### src/rtl/burst_cas.sv
// ---------------------------------------------------------------------------
// burst_cas -- column-command (CAS) sequencer
//
// Sits directly behind the ACT/PRECHARGE sequencer. It takes one request per
// activated (act_rdy) or already-open (act_hit) row. Before it issues the
// READ/WRITE command it enforces tRCD, tCCD and the read/write turnaround.
// It then follows the data burst of every issued CAS so that the ACT stage
// can time PRECHARGE from cas_rdy, cas_idle and rw_request.
//
// Optional feature: define CAS_AUTO_PRE_EN to add the auto_pre input and the
// cas_ap output. In that build an auto-precharge CAS keeps cas_idle low until
// its burst has ended plus TRP further cycles.
//
// Ports
//   clock_t      in   1      main clock
//   reset        in   1      asynchronous active-high reset
//   act_rdy      in   1      pulse: ACT issued, the request must wait tRCD
//   act_hit      in   1      pulse: row already open, the request skips tRCD
//   rw_in        in   2      request type (READ=01, WRITE=10)
//   col_in       in   COL_W  column address of the request
//   auto_pre     in   1      (CAS_AUTO_PRE_EN only) request auto-precharge
//   cas_ap       out  1      (CAS_AUTO_PRE_EN only) auto-precharge, with cas_rdy
//   req_ready    out  1      pending slot empty
//   cas_rdy      out  1      pulse: issue CAS this cycle
//   cas_cmd      out  2      READ/WRITE code, valid with cas_rdy
//   cas_col      out  COL_W  column address, valid with cas_rdy
//   rw_request   out  2      direction of the most recent CAS
//   data_start   out  1      pulse on the first data cycle of a burst
//   data_busy    out  1      high for every data cycle of a burst
//   cas_idle     out  1      nothing pending, scheduled or on the data bus
//   req_overflow out  1      sticky: a request arrived while req_ready=0
// ---------------------------------------------------------------------------
module burst_cas #(
    parameter int TRCD  = 15,
    parameter int TCCD  = 4,
    parameter int CL    = 11,
    parameter int CWL   = 9,
    parameter int AL    = 0,
    parameter int BL    = 8,
    parameter int TWTR  = 6,
    parameter int COL_W = 10
`ifdef CAS_AUTO_PRE_EN
    ,
    parameter int TRP   = 11
`endif
) (
    input  logic             clock_t,
    input  logic             reset,
    input  logic             act_rdy,
    input  logic             act_hit,
    input  logic [1:0]       rw_in,
    input  logic [COL_W-1:0] col_in,
`ifdef CAS_AUTO_PRE_EN
    input  logic             auto_pre,
    output logic             cas_ap,
`endif
    output logic             req_ready,
    output logic             cas_rdy,
    output logic [1:0]       cas_cmd,
    output logic [COL_W-1:0] cas_col,
    output logic [1:0]       rw_request,
    output logic             data_start,
    output logic             data_busy,
    output logic             cas_idle,
    output logic             req_overflow
);

    localparam logic [1:0] RW_READ  = 2'b01;
    localparam logic [1:0] RW_WRITE = 2'b10;

    localparam logic [1:0] CAS_IDLE      = 2'd0;
    localparam logic [1:0] CAS_TRCD_WAIT = 2'd1;
    localparam logic [1:0] CAS_GAP_WAIT  = 2'd2;
    localparam logic [1:0] CAS_ISSUE     = 2'd3;

    localparam int RL      = AL + CL;
    localparam int WL      = AL + CWL;
    localparam int DEPTH   = AL + ((CL > CWL) ? CL : CWL) + 1;
    localparam int BURST   = BL / 2;
    // CAS-to-CAS distance needed when the direction changes
    localparam int WTR_GAP = AL + CWL + BURST + TWTR;
    localparam int RTW_GAP = CL + BURST + 2 - CWL;

    // A counter loaded with N-1 on the issue edge reaches 0 exactly N cycles
    // after the CAS cycle.
    localparam logic [7:0] TRCD_LOAD  = 8'(TRCD - 1);
    localparam logic [7:0] CCD_LOAD   = 8'(TCCD - 1);
    localparam logic [7:0] WTR_LOAD   = 8'(WTR_GAP - 1);
    localparam logic [7:0] RTW_LOAD   = (RTW_GAP > 1) ? 8'(RTW_GAP - 1) : 8'd0;
    localparam logic [7:0] BURST_LOAD = 8'(BURST - 1);

    function automatic logic [7:0] dec_sat(input logic [7:0] v);
        return (v == 8'd0) ? 8'd0 : v - 8'd1;
    endfunction

    // ------------------------------------------------------------------
    // State
    // ------------------------------------------------------------------
    logic [1:0]       state_q, state_d;
    logic [7:0]       trcd_cnt_q, trcd_cnt_d;
    logic [7:0]       ccd_cnt_q, ccd_cnt_d;
    logic [7:0]       turn_cnt_q, turn_cnt_d;
    logic [7:0]       busy_cnt_q, busy_cnt_d;
    logic             pend_valid_q, pend_valid_d;
    logic [1:0]       pend_rw_q, pend_rw_d;
    logic [COL_W-1:0] pend_col_q, pend_col_d;
    logic [1:0]       rw_req_q, rw_req_d;
    logic             ovf_q, ovf_d;
    logic [DEPTH-1:0] pipe_v_q, pipe_v_d;
    logic [DEPTH-1:0] pipe_w_q, pipe_w_d;

    logic             req_in;
    logic             capture;
    logic             gap_ok;
    logic [1:0]       state_cur;
    logic             issue;
    logic [DEPTH-1:0] fire;
    logic             ap_idle;

    assign req_in  = act_rdy | act_hit;
    assign capture = req_in & ~pend_valid_q;

    // A wait state whose exit condition already holds costs no cycle. The
    // registered state is therefore resolved here through TRCD_WAIT ->
    // GAP_WAIT -> ISSUE. This lets a hit request issue on the cycle that
    // follows its capture.
    always_comb begin
        gap_ok = (ccd_cnt_q == 8'd0) &&
                 ((turn_cnt_q == 8'd0) || (pend_rw_q == rw_req_q));
        state_cur = state_q;
        if ((state_cur == CAS_TRCD_WAIT) && (trcd_cnt_q == 8'd0)) begin
            state_cur = CAS_GAP_WAIT;
        end
        if ((state_cur == CAS_GAP_WAIT) && gap_ok) begin
            state_cur = CAS_ISSUE;
        end
        issue = (state_cur == CAS_ISSUE);
    end

    // A pipeline slot fires data_start when its entry reaches the latency of
    // its own direction. The entry is then dropped, so an empty pipeline
    // means that no burst is still waiting to start.
    for (genvar gi = 0; gi < DEPTH; gi++) begin : g_fire
        assign fire[gi] = pipe_v_q[gi] &
                          (pipe_w_q[gi] ? (gi == WL - 1) : (gi == RL - 1));
    end

    assign data_start = |fire;
    assign data_busy  = data_start | (busy_cnt_q != 8'd0);

    always_comb begin
        state_d      = state_q;
        trcd_cnt_d   = dec_sat(trcd_cnt_q);
        ccd_cnt_d    = dec_sat(ccd_cnt_q);
        turn_cnt_d   = dec_sat(turn_cnt_q);
        busy_cnt_d   = dec_sat(busy_cnt_q);
        pend_valid_d = pend_valid_q;
        pend_rw_d    = pend_rw_q;
        pend_col_d   = pend_col_q;
        rw_req_d     = rw_req_q;
        ovf_d        = ovf_q | (req_in & pend_valid_q);
        pipe_v_d     = '0;
        pipe_w_d     = '0;

        case (state_cur)
            CAS_IDLE:      if (capture) state_d = CAS_TRCD_WAIT;
            CAS_TRCD_WAIT: state_d = CAS_TRCD_WAIT;
            CAS_GAP_WAIT:  state_d = CAS_GAP_WAIT;
            default:       state_d = CAS_IDLE;
        endcase

        if (capture) begin
            pend_valid_d = 1'b1;
            pend_rw_d    = rw_in;
            pend_col_d   = col_in;
            // a simultaneous act_rdy/act_hit counts as a hit
            trcd_cnt_d   = act_hit ? 8'd0 : TRCD_LOAD;
        end

        if (issue) begin
            pend_valid_d = 1'b0;
            rw_req_d     = pend_rw_q;
            ccd_cnt_d    = CCD_LOAD;
            // Guards the opposite direction only. Same-direction CAS
            // commands bypass it (see gap_ok).
            turn_cnt_d   = (pend_rw_q == RW_WRITE) ? WTR_LOAD : RTW_LOAD;
        end

        if (data_start) begin
            busy_cnt_d = BURST_LOAD;
        end

        pipe_v_d[0] = issue;
        pipe_w_d[0] = issue & (pend_rw_q == RW_WRITE);
        for (int i = 1; i < DEPTH; i++) begin
            pipe_v_d[i] = pipe_v_q[i-1] & ~fire[i-1];
            pipe_w_d[i] = pipe_w_q[i-1] & ~fire[i-1];
        end
    end

    always_ff @(posedge clock_t or posedge reset) begin
        if (reset) begin
            state_q      <= CAS_IDLE;
            trcd_cnt_q   <= 8'd0;
            ccd_cnt_q    <= 8'd0;
            turn_cnt_q   <= 8'd0;
            busy_cnt_q   <= 8'd0;
            pend_valid_q <= 1'b0;
            pend_rw_q    <= 2'b00;
            pend_col_q   <= '0;
            rw_req_q     <= 2'b00;
            ovf_q        <= 1'b0;
            pipe_v_q     <= '0;
            pipe_w_q     <= '0;
        end else begin
            state_q      <= state_d;
            trcd_cnt_q   <= trcd_cnt_d;
            ccd_cnt_q    <= ccd_cnt_d;
            turn_cnt_q   <= turn_cnt_d;
            busy_cnt_q   <= busy_cnt_d;
            pend_valid_q <= pend_valid_d;
            pend_rw_q    <= pend_rw_d;
            pend_col_q   <= pend_col_d;
            rw_req_q     <= rw_req_d;
            ovf_q        <= ovf_d;
            pipe_v_q     <= pipe_v_d;
            pipe_w_q     <= pipe_w_d;
        end
    end

`ifdef CAS_AUTO_PRE_EN
    // ------------------------------------------------------------------
    // Auto-precharge: ap_arm is set by an auto-precharge CAS and holds until
    // the data bus has drained. ap_cnt then covers the tRP window.
    // ------------------------------------------------------------------
    localparam logic [7:0] TRP_LOAD = (TRP > 0) ? 8'(TRP - 1) : 8'd0;

    logic       pend_ap_q, pend_ap_d;
    logic       ap_arm_q, ap_arm_d;
    logic [7:0] ap_cnt_q, ap_cnt_d;

    always_comb begin
        pend_ap_d = pend_ap_q;
        ap_arm_d  = ap_arm_q;
        ap_cnt_d  = dec_sat(ap_cnt_q);
        if (capture) begin
            pend_ap_d = auto_pre;
        end else if (issue) begin
            pend_ap_d = 1'b0;
        end
        if (issue && pend_ap_q) begin
            ap_arm_d = 1'b1;
        end else if (ap_arm_q && (pipe_v_q == '0) && !data_busy) begin
            ap_arm_d = 1'b0;
            ap_cnt_d = TRP_LOAD;
        end
    end

    always_ff @(posedge clock_t or posedge reset) begin
        if (reset) begin
            pend_ap_q <= 1'b0;
            ap_arm_q  <= 1'b0;
            ap_cnt_q  <= 8'd0;
        end else begin
            pend_ap_q <= pend_ap_d;
            ap_arm_q  <= ap_arm_d;
            ap_cnt_q  <= ap_cnt_d;
        end
    end

    assign cas_ap  = issue & pend_ap_q;
    assign ap_idle = ~ap_arm_q & (ap_cnt_q == 8'd0);
`else
    assign ap_idle = 1'b1;
`endif

    // ------------------------------------------------------------------
    // Outputs
    // ------------------------------------------------------------------
    assign req_ready    = ~pend_valid_q;
    assign cas_rdy      = issue;
    assign cas_cmd      = issue ? pend_rw_q : 2'b00;
    assign cas_col      = issue ? pend_col_q : '0;
    assign rw_request   = rw_req_q;
    assign req_overflow = ovf_q;
    assign cas_idle     = (state_q == CAS_IDLE) & ~pend_valid_q &
                          (pipe_v_q == '0) & ~data_busy & ap_idle;

endmodule

### config.mk
export PLATFORM = sky130hd
export DESIGN_NAME = burst_cas
export DESIGN_NICKNAME = d
export VERILOG_FILES = /design/src/rtl/burst_cas.sv
export SDC_FILE = /design/constraint.sdc
export NUM_CORES = 1
export LEC_CHECK = 0
export ABC_CLOCK_PERIOD_IN_PS = 2600
export BUFFER_PORTS_ARGS = -buffer_cell sky130_fd_sc_hd__buf_2
export CAP_MARGIN = 20
export CORE_ASPECT_RATIO = 1.75
export CORE_MARGIN = 10
export CORE_UTILIZATION = 60
export CTS_BUF_LIST = sky130_fd_sc_hd__clkbuf_8
export DETAILED_ROUTE_END_ITERATION = 8
export PLACE_DENSITY = 0.88
export SLEW_MARGIN = 20
export SYNTH_ARGS = -nofsm -noshare
export SYNTH_HDL_FRONTEND = slang
export SYNTH_SLANG_ARGS = --single-unit
### constraint.sdc
create_clock -name clock_t -period 2.6 [get_ports clock_t]
set_clock_uncertainty 0.05 [all_clocks]
set_input_delay 0.13 -clock clock_t [delete_from_list [all_inputs] [get_ports clock_t]]
set_output_delay 0.13 -clock clock_t [all_outputs]
set_load 0.03 [all_outputs]
==> impl_metrics.env <==
export IMPL_status="complete, but fails checks"
export IMPL_violations="setup timing"
export IMPL_p_per_area_mw_per_mm2=1081
export IMPL_synth_cell_area_mm2=0.003097
export IMPL_viasPerCell=5.770
export IMPL_antenna_found_initial=0
export IMPL_clockBufferDepth=2
export IMPL_detail_route_first_pass_iterations=4
export IMPL_initial_utilization_pct=62.22
export IMPL_drive_above_1_share_pct=27.33
export IMPL_layout_nets=353
export IMPL_drt_wl_total_um=8059
export IMPL_yosys_warnings=0
export IMPL_grt_setup_unrepaired="true"
export IMPL_hold_path_class="reg -> reg"
export IMPL_root_buffer="clkbuf_8"
export IMPL_synthTopCellsByArea="dfrtp_1, mux2_2, xnor2_1"
export IMPL_finalCriticalPeriod_ps=2789
export IMPL_clkTransAtPathRegs_ps=70
export IMPL_vdd_drop_max_v=0.0009982
export IMPL_vias=2233
export IMPL_die_w_um=74.31
export IMPL_cellLeakagePower_nw=1.849
export IMPL_cts_tree="done"
export IMPL_grt_overflow=0
export IMPL_place_gp_congestion=0.8636
export IMPL_yosys_area_top_type_share_pct=58.99
export IMPL_ys_seq_area_share_pct=58.99
export IMPL_drc=0
export IMPL_setup_viol=16
export IMPL_clock_latency_ps=350
export IMPL_numCtsBuffers=9
export IMPL_hold_viol_final=0
export IMPL_fill_cells=279
export IMPL_n_antenna_cell=0
export IMPL_worst_slew_pin_slew_ps=854.1
export IMPL_clock_fmax_mhz=358.6
export IMPL_area_growth_pct=27.19
export IMPL_num_rows=34
export IMPL_grt_pass1_wl_um=12700
export IMPL_relSlewSlack_pct=42.32
export IMPL_slew_viol_final=0
export IMPL_yosys_area_top_type="dfrtp_1"
export IMPL_ys_ff_latch=73
export IMPL_required_ps=2420
export IMPL_core_area_mm2=0.004977
export IMPL_avgSynthCellArea_um2=12.05
export IMPL_portBuffers=35
export IMPL_syn_inst=257
export IMPL_whs_ps=299.3
export IMPL_critPathKind="reg -> out"
export IMPL_cp_arrival_ps=2610
export IMPL_die_area_mm2=0.008548
export IMPL_final_area_mm2=0.003939
export IMPL_ys_types=38
export IMPL_clock_sinks=73
export IMPL_cp_start_kind="flop"
export IMPL_cap_violations=0
export IMPL_die_height_um=115.0
export IMPL_io_pins=36
export IMPL_htreeDepth=3
export IMPL_grt_pass1_vias=2614
export IMPL_critPathMaxFanout=14
export IMPL_postPlaceCellArea_mm2=0.003386
export IMPL_crit_path_end_kind="primary output"
export IMPL_drt_iter0_markers=116
export IMPL_syn_nets=281
export IMPL_dp_hpwl_um=4388
export IMPL_detail_route_antenna_nets=0
export IMPL_track_usage_pct=19.49
export IMPL_grt_start_max_net_pins=43
export IMPL_avgRoutedWirePerCell_um=20.82
export IMPL_fin_crit_sh_pct=107.3
export IMPL_timing_final_ws_setup_ps=-188.5
==> what timing repair did <==
action	4_1_cts	5_1_grt
endpoints found under the hold margin	55	0
cloned	1	0
hold buffers	15	0
pin swaps	1	1
resized for setup	25	5
setup endpoints to repair	13	19
setup buffers	4	1
==> report_power, final <==
part           internal (mW)  switching (mW)
Combinational          0.619           0.668
Clock                  0.629           0.423
Sequential              1.51           0.407
==> cells in the final DEF, fill, tap and decap left out, types with 4 or more instances in the layout <==
cell type      Yosys  final
inv_1             18     17
buf_2              0     23
mux2_2            15     15
and2_1            12      9
nor4_1             9      9
nor3_1             7      7
nand2b_1           4      4
dfrtp_1           73     73
buf_6              2     12
xor2_1             6      6
dlygate4sd3_1      0     15
nor2_1            28     28
nand2_1           11     11
or4_1              4      4
xnor2_1           17     17
buf_4              0     12
ha_1               8      8
clkbuf_8           0      9
==> metrics by stage <==
stage	TNS (ps)	power, mW	util (%)	std cells	worst slack, ps
2_1_floorplan	0	2.660	-	257	109.3
3_3_place_gp	0	2.887	68.02	351	128.9
3_5_place_dp	0	2.988	68.02	351	78.65
4_1_cts	-1760	4.083	78.51	386	-137.7
5_1_grt	-3166	4.493	79.14	387	-227.7
6_report	-2534	4.260	79.14	387	-188.5
==> layer usage <==
layer,global-route usage (%),part of all wire [%],vias to the layer above
met5,0,0,-
met4,12.25,4.3,0
met3,4.918,4.7,28
met2,35.33,57,71
met1,18.50,34,1117
li1,-,-,1017
==> synth_stat cells (all sizes together) <==
library cell   n
a31oi          1
o21bai         3
o21ai          4
xnor2         17
nor3b          3
o41ai          1
a22oi          1
nand2b         4
buf            2
clkbuf         1
nor2          28
dfrtp         73
nor4b          3
a211oi         1
xor2           6
mux2          15
inv           18
or4            6
mux2i          3
nor4           9
o22ai          3
a221oi         1
a21oi          3
nand2         11
nor3           7
o41a           1
and2          14
or4b           1
nor4bb         1
nand4          2
a32oi          1
ha             8
nor2b          3
o31ai          2
==> area by class of cell <==
type,instances,area (um2),share of cell area [%]
Multi-Input combinational cell,163,1202,30.53
Sequential cell,73,1827,46.38
Timing Repair Buffer,64,543.0,13.79
Clock buffer,9,123.9,3.145
Inverter,18,67.56,1.715
Tap cell,54,67.56,1.715
Clock inverter,6,107.6,2.732
==> sequential cells by signal (all words and copies together), names as in the netlist <==
name	count
ccd_cnt_q	8
pipe_v_q	12
trcd_cnt_q	8
pipe_w_q	11
busy_cnt_q	8
pend_valid_q	1
pend_col_q	10
state_q	2
rw_request	2
pend_rw_q	2
turn_cnt_q	8
req_overflow	1
==> critical path: stages, from the launching register on <==
cell and delay (ps):
dfrtp_1 420, or4_4 570, or4b_4 540, a32oi_4 280, buf_12 170, and2_2 160, buf_6 130
==> logic make-up after synthesis <==
kind of cell	count (synthesis)	share of synthesized area, %
AO/OA/AOI/OAI	22	5.454
XOR/XNOR	23	6.505
adder cells (fa/ha/maj)	8	3.232
buffers and inverters	21	3.030
flip-flops	73	58.99
multiplexers	18	6.424
AND/OR/NAND/NOR	92	16.36
==> worst paths after layout <==
kind / start / end / slack [ps] / depth (start not counted)
worst min register to register: pipe_w_q[7] / pipe_w_q[8] / 300 / 0
worst min-delay path: pipe_w_q[7] / pipe_w_q[8] / 300 / 0
worst max register to register: turn_cnt_q[2] / rw_request[1] / -130 / 6
worst max-delay path: turn_cnt_q[2] / cas_col[9] / -190 / 6
min in group asynchronous: reset / pend_col_q[0] / 470 / 3
max in group asynchronous: reset / pipe_v_q[3] / 1260 / 4
Power figures use the tool's default switching activity.
